==> src/rtl/alu_rsv_station.sv <==
// Reservation station in front of the ALU: buffers issued ops, snoops the CDB for operands,
// dispatches one op at a time and holds the result for the CDB arbiter.
// Optional occupancy counter output `occ` is enabled by defining ALU_RSV_STATION_OCC_EN.
module alu_rsv_station #(
    parameter int unsigned DEPTH = 4,
    parameter int unsigned TAG_W = 3
) (
    input  logic             clk,
    input  logic             rst_n,
    input  logic             issue_valid,
    output logic             issue_ready,
    input  logic [3:0]       issue_ctrl,
    input  logic [TAG_W-1:0] issue_qj,
    input  logic [31:0]      issue_vj,
    input  logic [TAG_W-1:0] issue_qk,
    input  logic [31:0]      issue_vk,
    input  logic [TAG_W-1:0] issue_dest,
    input  logic             cdb_valid,
    input  logic [TAG_W-1:0] cdb_tag,
    input  logic [31:0]      cdb_data,
    output logic             fu_en,
    output logic [3:0]       fu_ctrl,
    output logic [31:0]      fu_a,
    output logic [31:0]      fu_b,
    input  logic             fu_finish,
    input  logic [31:0]      fu_res,
    output logic             wb_valid,
    input  logic             wb_ready,
    output logic [TAG_W-1:0] wb_tag,
    output logic [31:0]      wb_data
`ifdef ALU_RSV_STATION_OCC_EN
    ,
    output logic [$clog2(DEPTH+1)-1:0] occ
`endif
);

    localparam int unsigned IdxW = $clog2(DEPTH);

    typedef enum logic [1:0] {StIdle, StExec, StWb} state_e;

    state_e state_q, state_d;

    logic [DEPTH-1:0] valid_q;
    logic [3:0]       ctrl_q [DEPTH];
    logic [TAG_W-1:0] qj_q   [DEPTH];
    logic [31:0]      vj_q   [DEPTH];
    logic [TAG_W-1:0] qk_q   [DEPTH];
    logic [31:0]      vk_q   [DEPTH];
    logic [TAG_W-1:0] dest_q [DEPTH];

    logic [TAG_W-1:0] exec_tag_q;
    logic             wb_valid_q;
    logic [TAG_W-1:0] wb_tag_q;
    logic [31:0]      wb_data_q;

    logic            free_found, rdy_found;
    logic [IdxW-1:0] free_idx, rdy_idx;
    logic            issue_fire, dispatch, cdb_hit;

    // Descending scan so the lowest matching index wins.
    always_comb begin
        free_found = 1'b0;
        free_idx   = '0;
        rdy_found  = 1'b0;
        rdy_idx    = '0;
        for (int i = DEPTH - 1; i >= 0; i--) begin
            if (!valid_q[i]) begin
                free_found = 1'b1;
                free_idx   = IdxW'(i);
            end
            if (valid_q[i] && (qj_q[i] == '0) && (qk_q[i] == '0)) begin
                rdy_found = 1'b1;
                rdy_idx   = IdxW'(i);
            end
        end
    end

    assign issue_ready = free_found;
    assign issue_fire  = issue_valid && free_found;
    assign cdb_hit     = cdb_valid && (cdb_tag != '0);
    assign dispatch    = (state_q == StIdle) && rdy_found && !wb_valid_q;

    always_comb begin
        fu_en   = 1'b0;
        fu_ctrl = '0;
        fu_a    = '0;
        fu_b    = '0;
        if (dispatch) begin
            fu_en   = 1'b1;
            fu_ctrl = ctrl_q[rdy_idx];
            fu_a    = vj_q[rdy_idx];
            fu_b    = vk_q[rdy_idx];
        end
    end

    always_comb begin
        state_d = state_q;
        unique case (state_q)
            StIdle:  if (dispatch)  state_d = StExec;
            StExec:  if (fu_finish) state_d = StWb;
            StWb:    if (wb_ready)  state_d = StIdle;
            default: state_d = StIdle;
        endcase
    end

    always_ff @(posedge clk or negedge rst_n) begin
        if (!rst_n) begin
            state_q <= StIdle;
        end else begin
            state_q <= state_d;
        end
    end

    // Issue only targets a free entry and dispatch only a valid one, so they never collide.
    always_ff @(posedge clk or negedge rst_n) begin
        if (!rst_n) begin
            valid_q <= '0;
        end else begin
            for (int i = 0; i < DEPTH; i++) begin
                if (issue_fire && (free_idx == IdxW'(i))) begin
                    valid_q[i] <= 1'b1;
                end else if (dispatch && (rdy_idx == IdxW'(i))) begin
                    valid_q[i] <= 1'b0;
                end
            end
        end
    end

    // Payload needs no reset: it is only observed while the matching valid bit is set.
    always_ff @(posedge clk) begin
        for (int i = 0; i < DEPTH; i++) begin
            if (issue_fire && (free_idx == IdxW'(i))) begin
                ctrl_q[i] <= issue_ctrl;
                dest_q[i] <= issue_dest;
                if (cdb_hit && (issue_qj == cdb_tag)) begin
                    qj_q[i] <= '0;
                    vj_q[i] <= cdb_data;
                end else begin
                    qj_q[i] <= issue_qj;
                    vj_q[i] <= issue_vj;
                end
                if (cdb_hit && (issue_qk == cdb_tag)) begin
                    qk_q[i] <= '0;
                    vk_q[i] <= cdb_data;
                end else begin
                    qk_q[i] <= issue_qk;
                    vk_q[i] <= issue_vk;
                end
            end else if (valid_q[i] && cdb_hit) begin
                if (qj_q[i] == cdb_tag) begin
                    qj_q[i] <= '0;
                    vj_q[i] <= cdb_data;
                end
                if (qk_q[i] == cdb_tag) begin
                    qk_q[i] <= '0;
                    vk_q[i] <= cdb_data;
                end
            end
        end
    end

    always_ff @(posedge clk or negedge rst_n) begin
        if (!rst_n) begin
            exec_tag_q <= '0;
            wb_valid_q <= 1'b0;
            wb_tag_q   <= '0;
            wb_data_q  <= '0;
        end else begin
            if (dispatch) begin
                exec_tag_q <= dest_q[rdy_idx];
            end
            if ((state_q == StExec) && fu_finish) begin
                wb_valid_q <= 1'b1;
                wb_tag_q   <= exec_tag_q;
                wb_data_q  <= fu_res;
            end else if ((state_q == StWb) && wb_ready) begin
                wb_valid_q <= 1'b0;
            end
        end
    end

    assign wb_valid = wb_valid_q;
    assign wb_tag   = wb_tag_q;
    assign wb_data  = wb_data_q;

`ifdef ALU_RSV_STATION_OCC_EN
    localparam int unsigned OccW = $clog2(DEPTH + 1);

    logic [OccW-1:0] occ_q;

    always_ff @(posedge clk or negedge rst_n) begin
        if (!rst_n) begin
            occ_q <= '0;
        end else if (issue_fire && !dispatch) begin
            occ_q <= occ_q + OccW'(1);
        end else if (!issue_fire && dispatch) begin
            occ_q <= occ_q - OccW'(1);
        end
    end

    assign occ = occ_q;
`endif

endmodule

==> config.mk <==
export PLATFORM = sky130hd
export DESIGN_NAME = alu_rsv_station
export DESIGN_NICKNAME = d
export VERILOG_FILES = /design/src/rtl/alu_rsv_station.sv
export SDC_FILE = /design/constraint.sdc
export NUM_CORES = 1
export LEC_CHECK = 0
export CORE_MARGIN = 3
export CORE_UTILIZATION = 54
export CTS_CLUSTER_DIAMETER = 50
export DETAILED_ROUTE_END_ITERATION = 16
export PLACE_DENSITY_LB_ADDON = 0.05
export SKIP_CTS_REPAIR_TIMING = 1
export SLEW_MARGIN = 10
export SYNTH_ARGS = -nofsm -noshare
export SYNTH_HDL_FRONTEND = slang
export SYNTH_SLANG_ARGS = --single-unit
==> constraint.sdc <==
create_clock -name clk -period 6.1 [get_ports clk]
set_input_delay 0.61 -clock clk [delete_from_list [all_inputs] [get_ports clk]]
set_output_delay 0.61 -clock clk [all_outputs]
set_load 0.02 [all_outputs]
==> out/metrics.csv, run 1 <==
stage;metric;value;unit
placement;place_ws;1750;ps
clocking;cts_made_buffers;40;
clocking;path_clk_slew;60;ps
logic_synthesis;ys_async_sr_fraction;0.127;
worst_setup_path;cp.buffers_inverters;2;
global_routing;grt_pass1_vias;11400;
floorplan;core;30000;µm²
sta;clock-skew-final;15.1;ps
logic_synthesis;synth_simple_gate_area_frac;0.0393;
logic_synthesis;synth_commonest_cells;edfxtp_1 (308), mux2_2 (288), nand2_1 (92);
worst_setup_path;path_depth;7;
logic_synthesis;ys_seq_elements;353;
drt;viasPerCell;6.16;
sta;max_freq;203;MHz
logic_synthesis;synth_xor_xnor_area_share;0.0158;
final_layout;seq_area;10400;µm²
clocking;insertion_delay;520;ps
worst_setup_path;cp_max_fo;42;
final_layout;n_antenna_cell;0;
floorplan;die_height;182;µm
logic_synthesis;synth.top_cells.by_area;edfxtp_1 (55%), mux2_2 (19%), dfrtp_1 (6.8%);
floorplan;initial_core_util;0.555;
drt;drtPass1Iterations;5;
floorplan;pin_count;256;
worst_setup_path;r2r-end;exec_tag_q[1];
logic_synthesis;synth_area;16700;µm²
worst_setup_path;slowest_delay;830;ps
sta;hold_viol_final;0;
power;intPower;5.12;mW
outcome;outcome;completed;
hold_path;hold_class;primary input to asynchronous set/reset pin;
worst_setup_path;worstPathCellList;or4b_1 -> or4_4 -> nor2_4 -> buf_12 -> a22oi_1 -> a21oi_1 -> clkdlybuf4s50_1;
worst_setup_path;crit_family;simple AND/OR/NAND/NOR gates;
flow_run;drv_cap;0;
logic_synthesis;synth_cell_types;40;
power;leakage;7.35;nW
placement;post-dp-hpwl;26.5;mm
global_routing;antenna_found_initial;2;
power;netSwitchingPower;1.87;mW
drt;ant_nets;0;
sta;totalNegativeSetupSlack;0;ps
logic_synthesis;synthAdderAreaFrac;0;
worst_setup_path;worst_r2r_path_depth;6;
placement;port-buffer-count;255;
placement;globalplace.congestion;0.815;
drt;drt_iter0_drc;1019;
floorplan;row_count;63;
sta;rsz0062_at_grt;no;
sta;setup_viol;0;
logic_synthesis;synth_compound_gate_area_share;0.101;
logic_synthesis;avgSynthCellArea;14.5;µm²
logic_synthesis;yosys.area.top_type;edfxtp_1;
global_routing;grt_start_max_net_pins;74;
final_layout;drive_gt1_frac;0.275;
final_layout;finalNetCount;1536;
drt;wl;45.0;mm
floorplan;die_area;33000;µm²
worst_setup_path;endpoint;fu_a[1];
clocking;cts_tree;yes;
drt;vias;11100;
clocking;htreeDepth;2;
global_routing;track_usage;0.266;
power;swShare;0.268;
logic_synthesis;yosys.area.top_type_share;0.555;
logic_synthesis;synth-main-ff-cell;edfxtp_1;
sta;max-slew-margin-rel;0.167;
logic_synthesis;synth_top_family_by_area;multiplexers;
logic_synthesis;synth_cells;1151;
drt;wl_per_cell;25.0;µm
logic_synthesis;syn-num-nets;1301;
clocking;clockBufferDepth;3;
power;clkPwrFrac;0.328;
sta;tightestPinTransition;1250;ps
worst_setup_path;worstSetupPathType;flop to output port;
worst_setup_path;rrSetupSlack;3110;ps
final_layout;nFillCells;2115;
power;comb_power_share;0.208;
worst_setup_path;crit_path_start_kind;flop;
drt;drc;0;
power;ir_worst_vdd;217;µV
final_layout;multiInputGateArea;5970;µm²
sta;post-route-period-util;0.809;
logic_synthesis;synth-edff-count;308;
clocking;cts_root_buf;clkbuf_16;
sta;final.min_clock_period;4930;ps
power;powerDensity;335;nW/µm²
logic_synthesis;ys_seq_area_frac;0.622;
worst_setup_path;r2r_start;qk_q[1][0];
final_layout;area_growth;25.1;%
global_routing;grt.overflow.total;0;
worst_setup_path;crit_slowest_cell;nor2_4;
logic_synthesis;synth_most_common_cell;edfxtp_1;
logic_synthesis;muxShareOfSynthArea;0.194;
logic_synthesis;yosysWarnings;0;
floorplan;fp.dieW;182;µm
sta;finalMaxSlewViolations;0;
worst_setup_path;endpoint_kind;output port;
clocking;cts_sinks;353;
worst_setup_path;critical_path_arrival;4320;ps
worst_setup_path;cp.required;5490;ps
worst_setup_path;crit_start;qk_q[1][0];
sta;setup_ws;1170;ps
power;p_seq_frac;0.464;
global_routing;grt_pass1_wl;68.0;mm
==> kinds of logic (layout without fill, tap and decap cells) <==
logic type,after synthesis,count (layout)
compound gates,236,236
buf+inv,97,361
flops,353,353
xor+xnor,30,30
mux,288,288
simple gates,147,147
==> cells in the final DEF (no fill, tap or decap), types with 8 or more instances in the layout <==
cell,n
edfxtp_1,308
mux2_2,288
clkdlybuf4s50_1,254
nand2_1,88
a21oi_1,73
a22o_1,68
a22oi_1,68
dfrtp_1,45
clkbuf_16,43
xor2_1,24
nor2_1,21
buf_4,18
inv_1,15
clkbuf_1,13
o41ai_2,8
nor3_1,8
==> power groups by stage <==
stage | Clock (mW) | Combinational (mW) | Sequential [mW]
CTS | 2.32 | 1.47 | 3.25
floorplan | 0 | 0.671 | 3.44
global placement | 0 | 1.44 | 3.28
global route | 2.41 | 1.55 | 3.28
detailed placement | 0 | 1.46 | 3.30
finish | 2.29 | 1.45 | 3.25
==> metrics by stage <==
| step | utilization | instances | hold slack [ps] | cell area [µm²] | power (mW) |
|---|---|---|---|---|---|
| floorplan | - | 1151 | 314 | 16700 | 4.11 |
| global placement | 0.653 | 1734 | 460 | 19600 | 4.72 |
| detailed placement | 0.653 | 1734 | 475 | 19600 | 4.76 |
| CTS | 0.694 | 1805 | 271 | 20900 | 7.03 |
| global route | 0.694 | 1805 | 339 | 20900 | 7.24 |
| finish | 0.694 | 1805 | 242 | 20900 | 6.99 |
==> flip-flops by register name, indices dropped and copies added (netlist names), 3 cells and up <==
register / flops
vj_q: 128
vk_q: 128
wb_data: 32
ctrl_q: 16
dest_q: 12
qj_q: 12
qk_q: 12
valid_q: 4
exec_tag_q: 3
wb_tag: 3
==> cell type report <==
| cell class | instances | area share |
|---|---|---|
| multi-input combinational | 701 | 0.286 |
| clock inverter | 14 | 0.00486 |
| tap | 390 | 0.0234 |
| sequential | 353 | 0.497 |
| timing repair buffer | 275 | 0.131 |
| inverter | 15 | 0.00270 |
| clock buffer | 57 | 0.0546 |
==> routing by layer <==
metal  wire (µm)  GRT usage  vias to the layer above
li1            -          -                     4942
met1       18700      0.363                     5609
met2       22100      0.449                      507
met3        3570     0.0517                       64
met4         652     0.0533                        4
met5          27          0                        -
==> worst min path at each step <==
| stage | from | endpoint | slack, ps |
|---|---|---|---|
| 6_report | rst_n | wb_data[4] | 240 |
| 2_1_floorplan | rst_n | exec_tag_q[0] | 310 |
| 3_5_place_dp | wb_tag[2] | wb_tag[2] | 480 |
| 5_1_grt | rst_n | wb_data[4] | 340 |
| 4_1_cts | rst_n | state_q[0] | 270 |
| 3_3_place_gp | wb_tag[0] | wb_tag[0] | 460 |
Note: power is estimated with default switching activity, not from simulation.
==> run 2: changes to the inputs <==
- CORE_UTILIZATION: 54 -> 49
- clock period: 6.1 -> 4.3 ns (I/O delays scaled with it)
==> out/metrics.csv, run 2 (synthesized netlist as in run 1, its figures left out) <==
stage;metric;value;unit;change
sta;final.min_clock_period;4120;ps;
clocking;path_clk_slew;60;ps;about the same
final_layout;final_common_cell;edfxtp_1;;unchanged
power;clkPwrFrac;0.338;;was 0.328
sta;clock-skew-final;12.4;ps;was 15.1 ps
final_layout;finalNonFillerCells;1876;;was 1,805
worst_setup_path;cp.buffers_inverters;2;;unchanged
sta;rsz0062_at_grt;no;;unchanged
global_routing;met1_usage;0.326;;was 0.363
sta;max-slew-margin-rel;0.355;;was 0.167
worst_setup_path;critical_path_arrival;3690;ps;was 4320 ps
sta;setup_viol;0;;unchanged
worst_setup_path;worstPathCellList;or4b_1 -> nor2_1 -> nor2_1 -> a21o_4 -> buf_4 -> a21oi_1 -> clkdlybuf4s50_1;;was or4b_1 -> or4_4 -> nor2_4 -> buf_12 -> a22oi_1 -> a21oi_1 -> clkdlybuf4s50_1
sta;max_freq;243;MHz;
sta;post-route-period-util;0.958;;
global_routing;grt_start_max_net_pins;72;;was 74
clocking;cts_tree;yes;;unchanged
placement;globalplace.congestion;0.779;;was 0.815
floorplan;fp.dieW;190;µm;was 182 µm
final_layout;area_growth;28.2;%;was 25.1%
power;netSwitchingPower;2.73;mW;was 1.87 mW
floorplan;die_height;190;µm;was 182 µm
worst_setup_path;crit_path_start_kind;flop;;unchanged
final_layout;final_util;0.647;;was 0.694
sta;totalNegativeSetupSlack;0;ps;unchanged
drt;drc;0;;unchanged
global_routing;track_usage;0.245;;was 0.266
drt;ant_nets;0;;unchanged
worst_setup_path;crit_family;buffers and inverters;;was simple AND/OR/NAND/NOR gates
clocking;cts_made_buffers;42;;was 40
worst_setup_path;endpoint_kind;output port;;unchanged
floorplan;pin_count;256;;unchanged
drt;drt_iter0_drc;744;;was 1,019
final_layout;mostFrequentLayoutCells;edfxtp_1 (308), mux2_2 (288), clkdlybuf4s50_1 (254);;unchanged
final_layout;finalNetCount;1552;;was 1,536
sta;tightestPinTransition;967;ps;was 1250 ps
power;swShare;0.268;;about the same
power;p_seq_frac;0.453;;was 0.464
floorplan;initial_core_util;0.505;;was 0.555
power;ir_worst_vdd;264;µV;was 217 µV
power;leakage;7.59;nW;was 7.35 nW
worst_setup_path;cp.required;3870;ps;was 5490 ps
sta;hold_viol_final;0;;unchanged
drt;viasPerCell;5.90;;was 6.16
worst_setup_path;slowest_delay;690;ps;was 830 ps
power;powerDensity;475;nW/µm²;was 335 nW/µm²
global_routing;grt_use_met3;0.0397;;was 0.0517
clocking;htreeDepth;2;;unchanged
global_routing;grt_pass1_wl;68.3;mm;was 68.0 mm
clocking;cts_sinks;353;;unchanged
drt;wl;45.4;mm;was 45.0 mm
worst_setup_path;cp_max_fo;49;;was 42
clocking;cts_root_buf;clkbuf_16;;unchanged
drt;vias;11100;;about the same
floorplan;die_area;36300;µm²;was 33,000 µm²
flow_run;drv_cap;0;;unchanged
drt;wl_per_cell;24.2;µm;was 25.0 µm
final_layout;n_antenna_cell;0;;unchanged
global_routing;grt_busiest_layer;met2;;unchanged
global_routing;grt.overflow.total;0;;unchanged
global_routing;grt.met2_usage;0.416;;was 0.449
power;intPower;7.44;mW;was 5.12 mW
power;comb_power_share;0.209;;was 0.208
placement;port-buffer-count;255;;unchanged
worst_setup_path;crit_slowest_cell;clkdlybuf4s50_1;;was nor2_4
global_routing;grt_pass1_vias;11200;;was 11.4k
placement;post-dp-hpwl;27.2;mm;was 26.5 mm
final_layout;drive_gt1_frac;0.287;;was 0.275
clocking;insertion_delay;530;ps;was 520 ps
hold_path;hold_class;primary input to asynchronous set/reset pin;;unchanged
worst_setup_path;worstSetupPathType;flop to output port;;unchanged
global_routing;antenna_found_initial;1;;was 2
placement;placed_cells;1799;;was 1,734
outcome;outcome;completed;;unchanged
floorplan;core;33000;µm²;was 30,000 µm²
worst_setup_path;cp_common_cell;nor2_1;;
clocking;clockBufferDepth;3;;unchanged
drt;drtPass1Iterations;5;;unchanged
sta;finalMaxSlewViolations;0;;unchanged
floorplan;row_count;66;;was 63
[run 2: changes by cell type in the layout (fill, tap and decap cells not counted), moves of 2 or more]
cell        delta
inv_6          +3
clkinvlp_4     +3
clkinv_1       +2
buf_12        +13
o41ai_4        +8
clkbuf_1       -6
o41ai_2        -8
[run 2: layer usage]
layer,vias to the layer above,share of wire
li1,4985,-
met1,5515,0.42
met2,483,0.48
met3,92,0.071
met4,2,0.029
met5,-,0.00035
[run 2: area by class of cell]
| class | count | area, µm² |
|---|---|---|
| Fill cell | 2516 | 11700 |
| Clock buffer | 53 | 1150 |
| Inverter | 15 | 56.3 |
| Tap cell | 442 | 553 |
| Timing Repair Buffer | 289 | 2990 |
| Sequential cell | 353 | 10400 |
| Clock inverter | 23 | 188 |
| Multi-Input combinational cell | 701 | 6060 |
[run 2: power by group through the flow]
stage                     Clock, mW  Combinational, mW  Sequential, mW
after CTS                      3.48               2.15            4.61
after global placement            0               2.12            4.65
final                          3.43               2.13            4.60
after detailed placement          0               2.14            4.67
after global routing           3.62               2.27            4.65
after floorplan                   0              0.969            4.85
[run 2: stage by stage]
stage                     power [mW]  cell area, µm²  setup slack (ps)  hold WS [ps]
after floorplan                 5.82           16700               943           134
after global placement          6.77           20000               640           465
after detailed placement        6.82           20000               603           471
after CTS                       10.2           21400              43.0          92.3
after global routing            10.5           21400              3.26           140
final                           10.2           21400               179          60.3
[run 2: final timing paths]
| check | start | endpoint | slack, ps | depth (start not counted) |
|---|---|---|---|---|
| worst max-delay path | qk_q[3][2] | fu_b[0] | 180 | 7 |
| worst min-delay path | rst_n | wb_data[7] | 60 | 1 |
| worst max register to register | qk_q[3][2] | exec_tag_q[1] | 1760 | 6 |
| worst min register to register | state_q[1] | state_q[0] | 480 | 1 |
| max in group asynchronous | rst_n | wb_data[18] | 3640 | 1 |
| min in group clk | state_q[1] | state_q[0] | 480 | 1 |
==> patch (flow settings as in run 2) <==
Set the parameter `TAG_W` to 5 (it was 3).
--- a/src/rtl/alu_rsv_station.sv
+++ b/src/rtl/alu_rsv_station.sv
@@ -4,5 +4,5 @@
 module alu_rsv_station #(
     parameter int unsigned DEPTH = 4,
-    parameter int unsigned TAG_W = 3
+    parameter int unsigned TAG_W = 5
 ) (
     input  logic             clk,
Ports: changed (5 resized); port bits go from 256 to 266. The function was not compared with the original's and may differ.
==> patch against run 2 <==
  * The run now ends with negative hold slack left
  * Sequential share of layout area fell by 1.0 points
  * Core utilization fell by 1.3 points
  * Register-to-register slack got worse by 50 ps
  * Final area increased by 10%
  * Sequential cell count increased by 28
  * Setup slack got worse by 6.6 ps
  * Routed wire length increased by 17%
  * Global-route usage rose by 1.4 points
  * Combinational power is 19% lower
  * Count of clock-buffer cells in the layout did not move
  * Highest routed layer unchanged
  * Power decreased by 2.2%
  * First-iteration DRC count grew 15%
  * Synthesized area increased by 12%
  * Clock power up 4%
==> patch: results (changes against run 2) <==
| Metric | Value |
|---|---|
| Crit path max fanout | 24 (was 49) |
| GRT Util Overall | 0.260 (was 0.245) |
| Post-synthesis cell type count | 44 (was 40) |
| Worst Hold Class | in -> async (unchanged) |
| Post-synth EDFFs | 332 (was 308) |
| Routability Congestion | 0.805 (was 0.779) |
| Worst VDD drop | 0.000280 V (was 0.000264 V) |
| Synth Area in Adders | 0 (unchanged) |
| Post-synth top flop | edfxtp_1 (unchanged) |
| Leak | 8.04 nW (was 7.59 nW) |
| Yosys warns | 0 (unchanged) |
| Vias after detailed routing | 12600 (was 11100) |
| Initial antenna violation count | 5 (was 1) |
| Max-cap violations | 0 (unchanged) |
| Mean Syn Cell Area | 13.5 um2 (was 14.5 um2) |
| Dpl ws | 551 ps (was 603 ps) |
| XOR/XNOR Fraction of Synth Area | 0.0238 (was 0.0158) |
| Seq/Total Area, Yosys | 0.598 (was 0.622) |
| First-pass GRT wire length | 81.2 mm (was 68.3 mm) |
| Failing checks | negative hold slack |
| H-tree levels | 2 (unchanged) |
| Clock buffer depth | 3 (unchanged) |
| Async set or reset register ratio after synthesis | 0.129 (was 0.127) |
| Fin. Hold Viols | 34 (was 0) |
| TritonRoute pass-1 iters | 5 (unchanged) |
| Final hold slack | -23.5 ps (was 60.3 ps) |
| CP arrival | 3700 ps (was 3690 ps) |
| Clk_lat worst skew | 560 ps (was 530 ps) |
| Port Buffers | 265 (was 255) |
| Clock Tree Root | clkbuf_16 (unchanged) |
| Worst-margin pin slew | 743 ps (was 967 ps) |
| DR WL/cell | 24.2 um (about the same) |
| Reg clk slew, reported paths | 60 ps (about the same) |
| Proportion of synthesized area in mux cells | 0.182 (was 0.194) |
| Share of layout cells above drive strength 1 | 0.261 (was 0.287) |
| Status | finished, violations left (was completed) |
| Post-DP HPWL | 33.2 mm (was 27.2 mm) |
| Final nets | 1819 (was 1552) |
| Compound-Gate Fraction of Synth Area | 0.0679 (was 0.101) |
| Ranking of synthesized cells by area | edfxtp_1 53%, mux2_2 14%, dfrtp_1 6.5%, nand2_1 4.3%, mux2_4 3.4% (was edfxtp_1 55%, mux2_2 19%, dfrtp_1 6.8%, a22o_1 3.6%, a22oi_1 3.1%) |
| Initial DRC count | 855 (was 744) |
| Synth Net Count | 1546 (was 1301) |
| Worst clock skew | 24.8 ps (was 12.4 ps) |
| Synth top cells by count | 332 x edfxtp_1, 241 x mux2_2, 214 x nand2_1, 81 x nand3_1, 57 x a21o_1 (was 308 x edfxtp_1, 288 x mux2_2, 92 x nand2_1, 73 x a21oi_1) |
| Largest net degree at the start of global routing | 64 (was 72) |
| Clock buffer count from CTS | 44 (was 42) |
==> patch: worst paths after layout <==
path / slack [ps] / start / cells past startpoint / to
min in group clk: 490 / wb_tag[3] / 2 / wb_tag[3]
setup / recovery: 170 / qj_q[2][3] / 7 / fu_a[17]
hold / removal: -20 / rst_n / 2 / wb_data[3]
max in group asynchronous: 3900 / rst_n / 2 / wb_data[15]
setup reg to reg: 1710 / valid_q[3] / 5 / vj_q[3][22]
hold reg to reg: 490 / wb_tag[3] / 2 / wb_tag[3]
==> patch: cell type report <==
type	instances	area, um2
timing repair buffer	318	3270
fill	2975	13600
clock inverter	27	195
clock buffer	53	1180
multi-input combinational	905	7050
tap	504	631
sequential	381	11200
inverter	11	41.3
antenna	1	2.50
==> patch: where the power goes <==
group / switching (W) / internal [W]
logic: 0.000880 / 0.000847
registers: 0.000146 / 0.00451
clock network: 0.00149 / 0.00207
total: 0.00251 / 0.00743
==> patch: critical path, cell delays in order, from the launching register on <==
cell and delay (ps):
edfxtp_1 420, nor4b_2 460, and3_4 540, buf_4 410
nand2_1 110, a31o_2 250, a21oi_1 270, clkdlybuf4s50_1 680
==> patch: stage by stage <==
step / power, W / hold WS [ps] / std cells / instance area (um2)
after floorplan: 0.00566 / 134 / 1388 / 18700
after global placement: 0.00642 / 463 / 2119 / 22200
after detailed placement: 0.00646 / 478 / 2119 / 22200
after CTS: 0.0100 / -8.61 / 2199 / 23600
after global routing: 0.0103 / 23.8 / 2199 / 23600
final: 0.00994 / -23.5 / 2200 / 23600
==> patch: metal layers <==
layer | GRT usage | wire length [um]
met3 | 0.0510 | 4170
met2 | 0.428 | 25600
met1 | 0.357 | 22200
met5 | 0 | 52
met4 | 0.0663 | 1230
